==> src/rtl/seq_wr.sv <==
// Frame serializer: HEADER, four latched payload bytes, then an 8-bit additive checksum, all MSB-first.
// Latency: on the edge that accepts start, data_out shows HEADER[7]; each bit then holds for CLK_PER_BIT clocks.
// Backpressure: start is taken only while ready=1; a start seen while ready=0 is dropped, with no queuing.
module seq_wr #(
  parameter logic [7:0]  HEADER      = 8'hE8,
  parameter int unsigned CLK_PER_BIT = 1
) (
  input  logic       clk,
  input  logic       rst_n,
  input  logic       start,
  input  logic [7:0] in_data0,
  input  logic [7:0] in_data1,
  input  logic [7:0] in_data2,
  input  logic [7:0] in_data3,
  output logic       data_out,
  output logic       ready,
  output logic       busy,
  output logic       done
);

  localparam int unsigned   PW   = (CLK_PER_BIT > 1) ? $clog2(CLK_PER_BIT) : 1;
  localparam logic [PW-1:0] PMAX = PW'(CLK_PER_BIT - 1);

  typedef enum logic {IDLE, SEND} state_t;

  typedef struct packed {
    logic [7:0] d0;
    logic [7:0] d1;
    logic [7:0] d2;
    logic [7:0] d3;
    logic [7:0] chk;
  } payload_t;

  state_t        state_q, state_d;
  logic [2:0]    byte_q, byte_d;
  logic [2:0]    bit_q, bit_d;
  logic [PW-1:0] pre_q, pre_d;
  payload_t      pay_q, pay_d;
  logic [7:0]    chk_new;
  logic [7:0]    cur_byte;
  logic          dout_d, done_d, busy_d;
  logic          last_clk, accept;

  // Carries beyond bit 7 are dropped by the truncating cast.
  assign chk_new  = 8'(10'(in_data0) + 10'(in_data1) + 10'(in_data2) + 10'(in_data3));

  assign last_clk = (state_q == SEND) && (byte_q == 3'd5) && (bit_q == 3'd0) && (pre_q == PMAX);
  assign ready    = (state_q == IDLE) || last_clk;
  assign accept   = start && ready;

  always_comb begin
    state_d = state_q;
    byte_d  = byte_q;
    bit_d   = bit_q;
    pre_d   = pre_q;
    pay_d   = pay_q;
    if (accept) begin
      state_d = SEND;
      byte_d  = 3'd0;
      bit_d   = 3'd7;
      pre_d   = '0;
      pay_d   = '{d0: in_data0, d1: in_data1, d2: in_data2, d3: in_data3, chk: chk_new};
    end else if (state_q == SEND) begin
      if (last_clk) begin
        state_d = IDLE;
        byte_d  = 3'd0;
        bit_d   = 3'd7;
        pre_d   = '0;
      end else if (pre_q == PMAX) begin
        pre_d = '0;
        bit_d = bit_q - 3'd1;
        if (bit_q == 3'd0) begin
          byte_d = byte_q + 3'd1;
        end
      end else begin
        pre_d = pre_q + 1'b1;
      end
    end
  end

  // Outputs are registered, so they are derived from next-state values.
  always_comb begin
    cur_byte = HEADER;
    case (byte_d)
      3'd1:    cur_byte = pay_d.d0;
      3'd2:    cur_byte = pay_d.d1;
      3'd3:    cur_byte = pay_d.d2;
      3'd4:    cur_byte = pay_d.d3;
      3'd5:    cur_byte = pay_d.chk;
      default: cur_byte = HEADER;
    endcase
    busy_d = (state_d == SEND);
    dout_d = busy_d ? cur_byte[bit_d] : 1'b1;
    done_d = busy_d && (byte_d == 3'd5) && (bit_d == 3'd0) && (pre_d == PMAX);
  end

  always_ff @(posedge clk or negedge rst_n) begin
    if (!rst_n) begin
      state_q  <= IDLE;
      byte_q   <= 3'd0;
      bit_q    <= 3'd0;
      pre_q    <= '0;
      pay_q    <= '0;
      data_out <= 1'b1;
      busy     <= 1'b0;
      done     <= 1'b0;
    end else begin
      state_q  <= state_d;
      byte_q   <= byte_d;
      bit_q    <= bit_d;
      pre_q    <= pre_d;
      pay_q    <= pay_d;
      data_out <= dout_d;
      busy     <= busy_d;
      done     <= done_d;
    end
  end

endmodule

==> config.mk <==
export PLATFORM = sky130hd
export DESIGN_NAME = seq_wr
export DESIGN_NICKNAME = d
export VERILOG_FILES = /design/src/rtl/seq_wr.sv
export SDC_FILE = /design/constraint.sdc
export NUM_CORES = 1
export LEC_CHECK = 0
export CORE_UTILIZATION = 55
export DETAILED_ROUTE_END_ITERATION = 8
export GPL_TIMING_DRIVEN = 0
export PLACE_DENSITY_LB_ADDON = 0.08
export SLEW_MARGIN = 20
export SYNTH_ARGS = -nofsm -noshare
export SYNTH_HDL_FRONTEND = slang
export SYNTH_SLANG_ARGS = --single-unit
export TNS_END_PERCENT = 30
==> constraint.sdc <==
create_clock -name clk -period 3.4 [get_ports clk]
set_clock_uncertainty 0.05 [all_clocks]
set_input_delay 0.68 -clock clk [delete_from_list [all_inputs] [get_ports clk]]
set_output_delay 0.68 -clock clk [all_outputs]
set_load 0.005 [all_outputs]
# After elaboration in Yosys (flattened, before gate mapping)
# Index checks and enable logic that the tools add are counted.
[op_classes]
n_addsub = 6
n_lt_le_gt_ge = 1
n_eq_ne = 6
n_mux = 21
bitwise = 3
reduce_logical = 10
[ops]
columns = ["op", "count"]
rows = [
  ["$mux W40", 1],
  ["$pmux W8 S5", 1],
  ["$mux W3", 9],
  ["$add A8 B8 Y8", 3],
  ["$eq A3 B3 Y1 const B", 3],
  ["$mux W1", 9],
  ["$logic_and A1 B1 Y1", 7],
  ["$eq A3 B2 Y1 const B", 2],
  ["$logic_not A3 Y1", 2],
  ["$lt A3 B4 Y1 const B", 1],
  ["$add A3 B1 Y3 const B", 1],
  ["$bmux W1 S3", 1],
  ["$eq A3 B1 Y1 const B", 1],
  ["$not A1 Y1", 3],
  ["$sub A3 B1 Y3 const B", 1],
  ["$add A1 B1 Y1 const B", 1],
  ["$logic_or A1 B1 Y1", 1],
]
[totals]
reg_bits = 50
in_bits = 35
wordCells = 58

# Logic depth before layout (Yosys ltp)
# Gate-level depths: netlist of the first run.
[logic_depth]
ltp_word = 12
mapped_depth = 15
depth_no_buf = 15

# Least setup slack after synthesis of the first run
# Ideal clock, no wire load.
[synth_path]
kind = "input -> register"
from = "input port in_data0[1]"
to = "register data_out"
arrival_ns = 3.203
required_time_ns = 3.264
setup_slack_ns = 0.061
path_stages = 15
cell_sequence = "inv_1 > fa_1 > fa_1 > inv_1 > ha_1 > inv_1 > fa_1 > nor2b_1 > o21a_1 > o21ai_0 > nand2_1 > a21oi_1 > nand4b_1 > a41oi_1 > nand3_1"
[synth_between]
elab_chain_cells = 8
[synth_rtl]
columns = ["item", "line", "rtl"]
rows = [
  ["from (decl)", "11", "input logic [7:0] in_data0,"],
  ["$add A8 B8 Y8 (3 in series)", "45", "assign chk_new = 8'(10'(in_data0) + 10'(in_data1) + 10'(in_data2) + 10'(in_data3));"],
  ["$mux W40 (*)", "57", "if (accept) begin"],
  ["$pmux W8 S5 (*)", "84", "case (byte_d)"],
  ["$bmux W1 S3 (*)", "93", "dout_d = busy_d ? cur_byte[bit_d] : 1'b1;"],
  ["$mux W1 (implied by the code) (*)", "93", ""],
  ["$mux W1 (*)", "93", ""],
  ["net dout_d", "41", "logic dout_d, done_d, busy_d;"],
  ["to (signal assigned)", "113", "data_out <= dout_d;"],
  ["to (decl)", "15", "output logic data_out,"],
]
# Mark *: on every way through the listed nets, which the timed path passes. The rest lies on a longest branch. The select of a mux whose other input is x is not followed.

# Worst setup path in the final report of the first run
[layout_path]
from = "input port in_data1[3]"
to = "register data_out"
[layout_between]
elab_chain_cells = 8
[layout_rtl]
columns = ["item", "line", "rtl"]
rows = [
  ["from (decl)", "12", "input logic [7:0] in_data1,"],
  ["$add A8 B8 Y8 (3 in series)", "45", ""],
  ["$mux W40 (*)", "57", ""],
  ["$pmux W8 S5 (*)", "84", ""],
  ["$bmux W1 S3 (*)", "93", ""],
  ["$mux W1 (implied by the code) (*)", "93", ""],
  ["$mux W1 (*)", "93", ""],
  ["net dout_d", "41", ""],
]
# Marked as above.

==> results.txt, run 1 <==
The worst slack at placement came out at -742 ps. The ratio of routed vias to standard cells came out at 5.55. The synthesis-stage register bit count is 50. The antenna violation net count after detailed routing came out at 0.

The total setup violations reported at the end of the flow came out at 0. The reg-to-reg startpoint is bit_q[0]. The highest ir drop seen on vdd came out at 0.375 mV. The count of cells in the finished layout, fillers not included, comes to between 400 and 500. The accumulated negative setup slack came out at 0 ps. The max-cap violation count came out at 0.

The worst register-to-register path ends at data_out. The number of distinct library cells after synthesis is between 50 and 60. Cells with a size suffix above 1 make up a little under a fifth of the layout. The clock tree synthesis step divided the H-tree into 2 levels. The net count after synthesis is a little under 400. Summed over all cells, the static leakage comes to 1.84 nW.

The post-layout net count is 447. The final-report hold violation count came out at 0. The total design power came out at ~0.0029 W. The worst hold slack after final layout is between 200 and 300 ps.

Counting tap cells, the placed design contains a total of 448 instances. The die is roughly 78 um wide. The clock sink count came out at 50.

The root buffer selected by CTS is sky130_fd_sc_hd__clkbuf_8. The run finished with clean final reports. The warning count from the yosys run came out at 0. In this run, the number of DRC markers left after iteration 0 of detailed routing was slightly below 200. The placeable core region is 5540 um2. The transition at the pin with the smallest max-transition slack came out at 887 ps. Measured against its own limit, the worst slew margin works out to about 40%. The type of the worst setup path is in -> reg. The vertical die dimension came out at approximately 78 um.

For this configuration, the core starts out at a cell density of 57.5%. The number of placed I/O pins is 39. Routability-driven placement finished with a final weighted congestion of 0.820. The clock edge transition at the registers on the reported setup and hold paths came out at 90 ps. TritonCTS built the clock tree. The worst setup path is captured at a flop. The source-to-sink clock delay at the later pin of the worst-skew pair came out at about 300 ps. The maximum number of buffers from clock root to sink came out at 2. The count of inserted antenna diode cells is 0. Dividing the detail-routed wire length by the instance count gives 15.8 um. The post-synthesis cell count came out at between 300 and 400.

The depth of the worst register-to-register path is 12. Dividing total power by cell area gives a power density of 754 nW/um2. The data arrival time of the critical path is 3500 ps. For this run, the total global-route usage over all layers was measured as 25.6%. The wire length of the first global-routing pass came out at 12000 um. The floorplan has 27 rows. The first detailed-routing pass ran for 4 iterations.

The final worst-path setup slack came out at 79.0 ps. The sequential share of the synthesized area came out at 39.3%. The via count of the first global-routing pass came to 2477. The count of buffers inserted at the top-level ports is 38. The predominant post-synthesis flop cell is sky130_fd_sc_hd__dfrtp_1. The floorplan step defined a die boundary enclosing 6100 um2. For this run, the top clock speed supported by timing is 0.301 GHz. STA classifies the critical path startpoint as a primary input. The detailed placer's ending HPWL is 5470 um.

The synthesized design contains 0 enable-type register cells. The number of antenna violations at the first check in global routing is 0. The ratio of final minimum period to clock period came out at 97.7%. The worst path required time is 3580 ps.

The post-synthesis instance area is 3190 um2. TritonCTS created 5 clock buffers. Setup repair after global routing could not meet its margin everywhere. The post-detailed-route DRC marker count is 0. The clock period minus final worst setup slack is 3320 ps. The average footprint of a synthesized cell is 9.46 um2.

After synthesis, the share of flip-flops with an asynchronous set or reset is 100%. The growth of design area from synthesis to finish came out at 20.8%. The sum of routed wire length over all layers is 7250 um. The largest fanout of any net on the critical path is 2.

In this run the worst hold path is classified as in -> async. Entering global routing, the biggest net connects 34 pins. The hold buffer count at cts came out at 0. The total congestion overflow is 0. The final max-slew violation count is 0. The worst register-to-register path has a setup slack of roughly 170 ps. Detailed routing inserted a total of 2553 vias.
[per-stage QoR]
step | util (%) | instance area (um2)
floorplan | - | 3190
global placement | 66.0 | 3660
detailed placement | 66.3 | 3670
CTS | 68.6 | 3800
global route | 69.5 | 3850
finish | 69.5 | 3850
[cell families after synthesis]
kind of cell / Yosys count / synth area share (%)
xor gates and xnor gates: 10 / 2.75
adders and majority gates: 25 / 13.1
DFF: 50 / 39.3
and+or+nand+nor: 99 / 15.2
buffers and inverters: 64 / 8.24
AOI/OAI and AO/OA: 67 / 13.8
muxes: 22 / 7.62
[registers in the layout (all words and copies together) (netlist names)]
signal	count
byte_q	3
pay_q	40
pre_q	1
done	1
bit_q	3
data_out	1
state_q	1
[worst max path at each step]
stage,startpoint,endpoint,slack (ps),cells past startpoint
detailed placement,in_data0[1],data_out,-740,16
global placement,in_data0[1],data_out,-700,16
global route,in_data2[1],data_out,-20,16
floorplan,in_data0[1],data_out,60,15
finish,in_data1[3],data_out,80,14
CTS,in_data2[1],data_out,20,16
[cells in the final DEF, fill, tap and decap left out, drive strengths merged, types with 7 or more instances in the layout]
master / n
nand2: 54
dfrtp: 49
inv: 47
o21ai: 23
clkdlybuf4s50: 21
mux2: 18
buf: 17
clkbuf: 15
fa: 14
ha: 11
a21oi: 10
xnor2: 8
dlygate4sd2: 8
nor3: 8
nand2b: 7
[power by group]
group	leakage [nW]	switching, W	internal [W]
clock	0.0450	0.000194	0.000143
sequential	0.615	0.000105	0.000879
combinational	1.18	0.000900	0.000683
[worst max-delay path, stage by stage]
cell and delay, ps:
sky130_fd_sc_hd__dlygate4sd2_1 240, sky130_fd_sc_hd__inv_2 60, sky130_fd_sc_hd__fa_1 430, sky130_fd_sc_hd__fa_1 540, sky130_fd_sc_hd__inv_2 50, sky130_fd_sc_hd__ha_4 210
sky130_fd_sc_hd__nor2b_1 130, sky130_fd_sc_hd__o21a_1 190, sky130_fd_sc_hd__o31a_1 290, sky130_fd_sc_hd__nand2_2 90, sky130_fd_sc_hd__a21oi_2 50, sky130_fd_sc_hd__nand4b_1 200
sky130_fd_sc_hd__a41oi_2 250, sky130_fd_sc_hd__nand3_2 100
[area by class of cell]
class                           instances  area, um2
Fill cell                             457       1690
Multi-Input combinational cell        223       1740
Tap cell                               72       90.1
Timing Repair Buffer                   43        422
Clock buffer                            6       72.6
Inverter                               48        183
Sequential cell                        50       1250
Clock inverter                          2       10.0
Buffer                                 16       82.6
[repair_timing]
action / in CTS / in global routing
pin swaps: 18 / 17
buffers inserted: 2 / 2
gates resized for setup: 33 / 25
setup endpoints to repair: 3 / 2
[layer usage]
layer,vias to the layer above,part of all wire [%],wire [um],track usage (%)
met1,1239,47,3420,35.2
li1,1235,-,-,-
met5,-,0,0,0
met4,0,1.5,109,7.04
met3,11,4.2,304,3.95
met2,68,47,3410,42.0
[cell usage after synthesis, drive strengths merged, types with 2 or more instances]
cell | instances | area (um2)
nor3 | 8 | 45.0
a211o | 2 | 17.5
clkbuf | 7 | 26.3
nand2 | 54 | 203
a22oi | 6 | 50.1
a31oi | 2 | 12.5
xnor2 | 8 | 70.1
nor2 | 5 | 18.8
o21a | 3 | 22.5
inv | 47 | 176
xor2 | 2 | 17.5
mux2i | 4 | 40.0
a221oi | 2 | 17.5
ha | 11 | 138
nand4b | 4 | 35.0
and3 | 2 | 12.5
buf | 9 | 56.3
nor3b | 2 | 15.0
fa | 14 | 280
dfrtp | 49 | 1230
nand4 | 2 | 12.5
a21o | 3 | 22.5
a21boi | 2 | 15.0
o21ai | 23 | 115
o211ai | 3 | 22.5
nor2b | 2 | 12.5
a21oi | 10 | 50.1
mux2 | 18 | 203
nand3 | 6 | 30.0
nand2b | 7 | 43.8
Power figures use the tool's default switching activity.
==> run 2, diff against run 1 <==
--- a/config.mk
+++ b/config.mk
@@ -8,6 +8,7 @@
 export CORE_UTILIZATION = 55
 export DETAILED_ROUTE_END_ITERATION = 8
 export GPL_TIMING_DRIVEN = 0
+export HOLD_SLACK_MARGIN = 0.08
 export PLACE_DENSITY_LB_ADDON = 0.08
 export SLEW_MARGIN = 20
 export SYNTH_ARGS = -nofsm -noshare
==> results of run 2 <==
No change in the layout: final DEF, timing and power equal those of run 1.
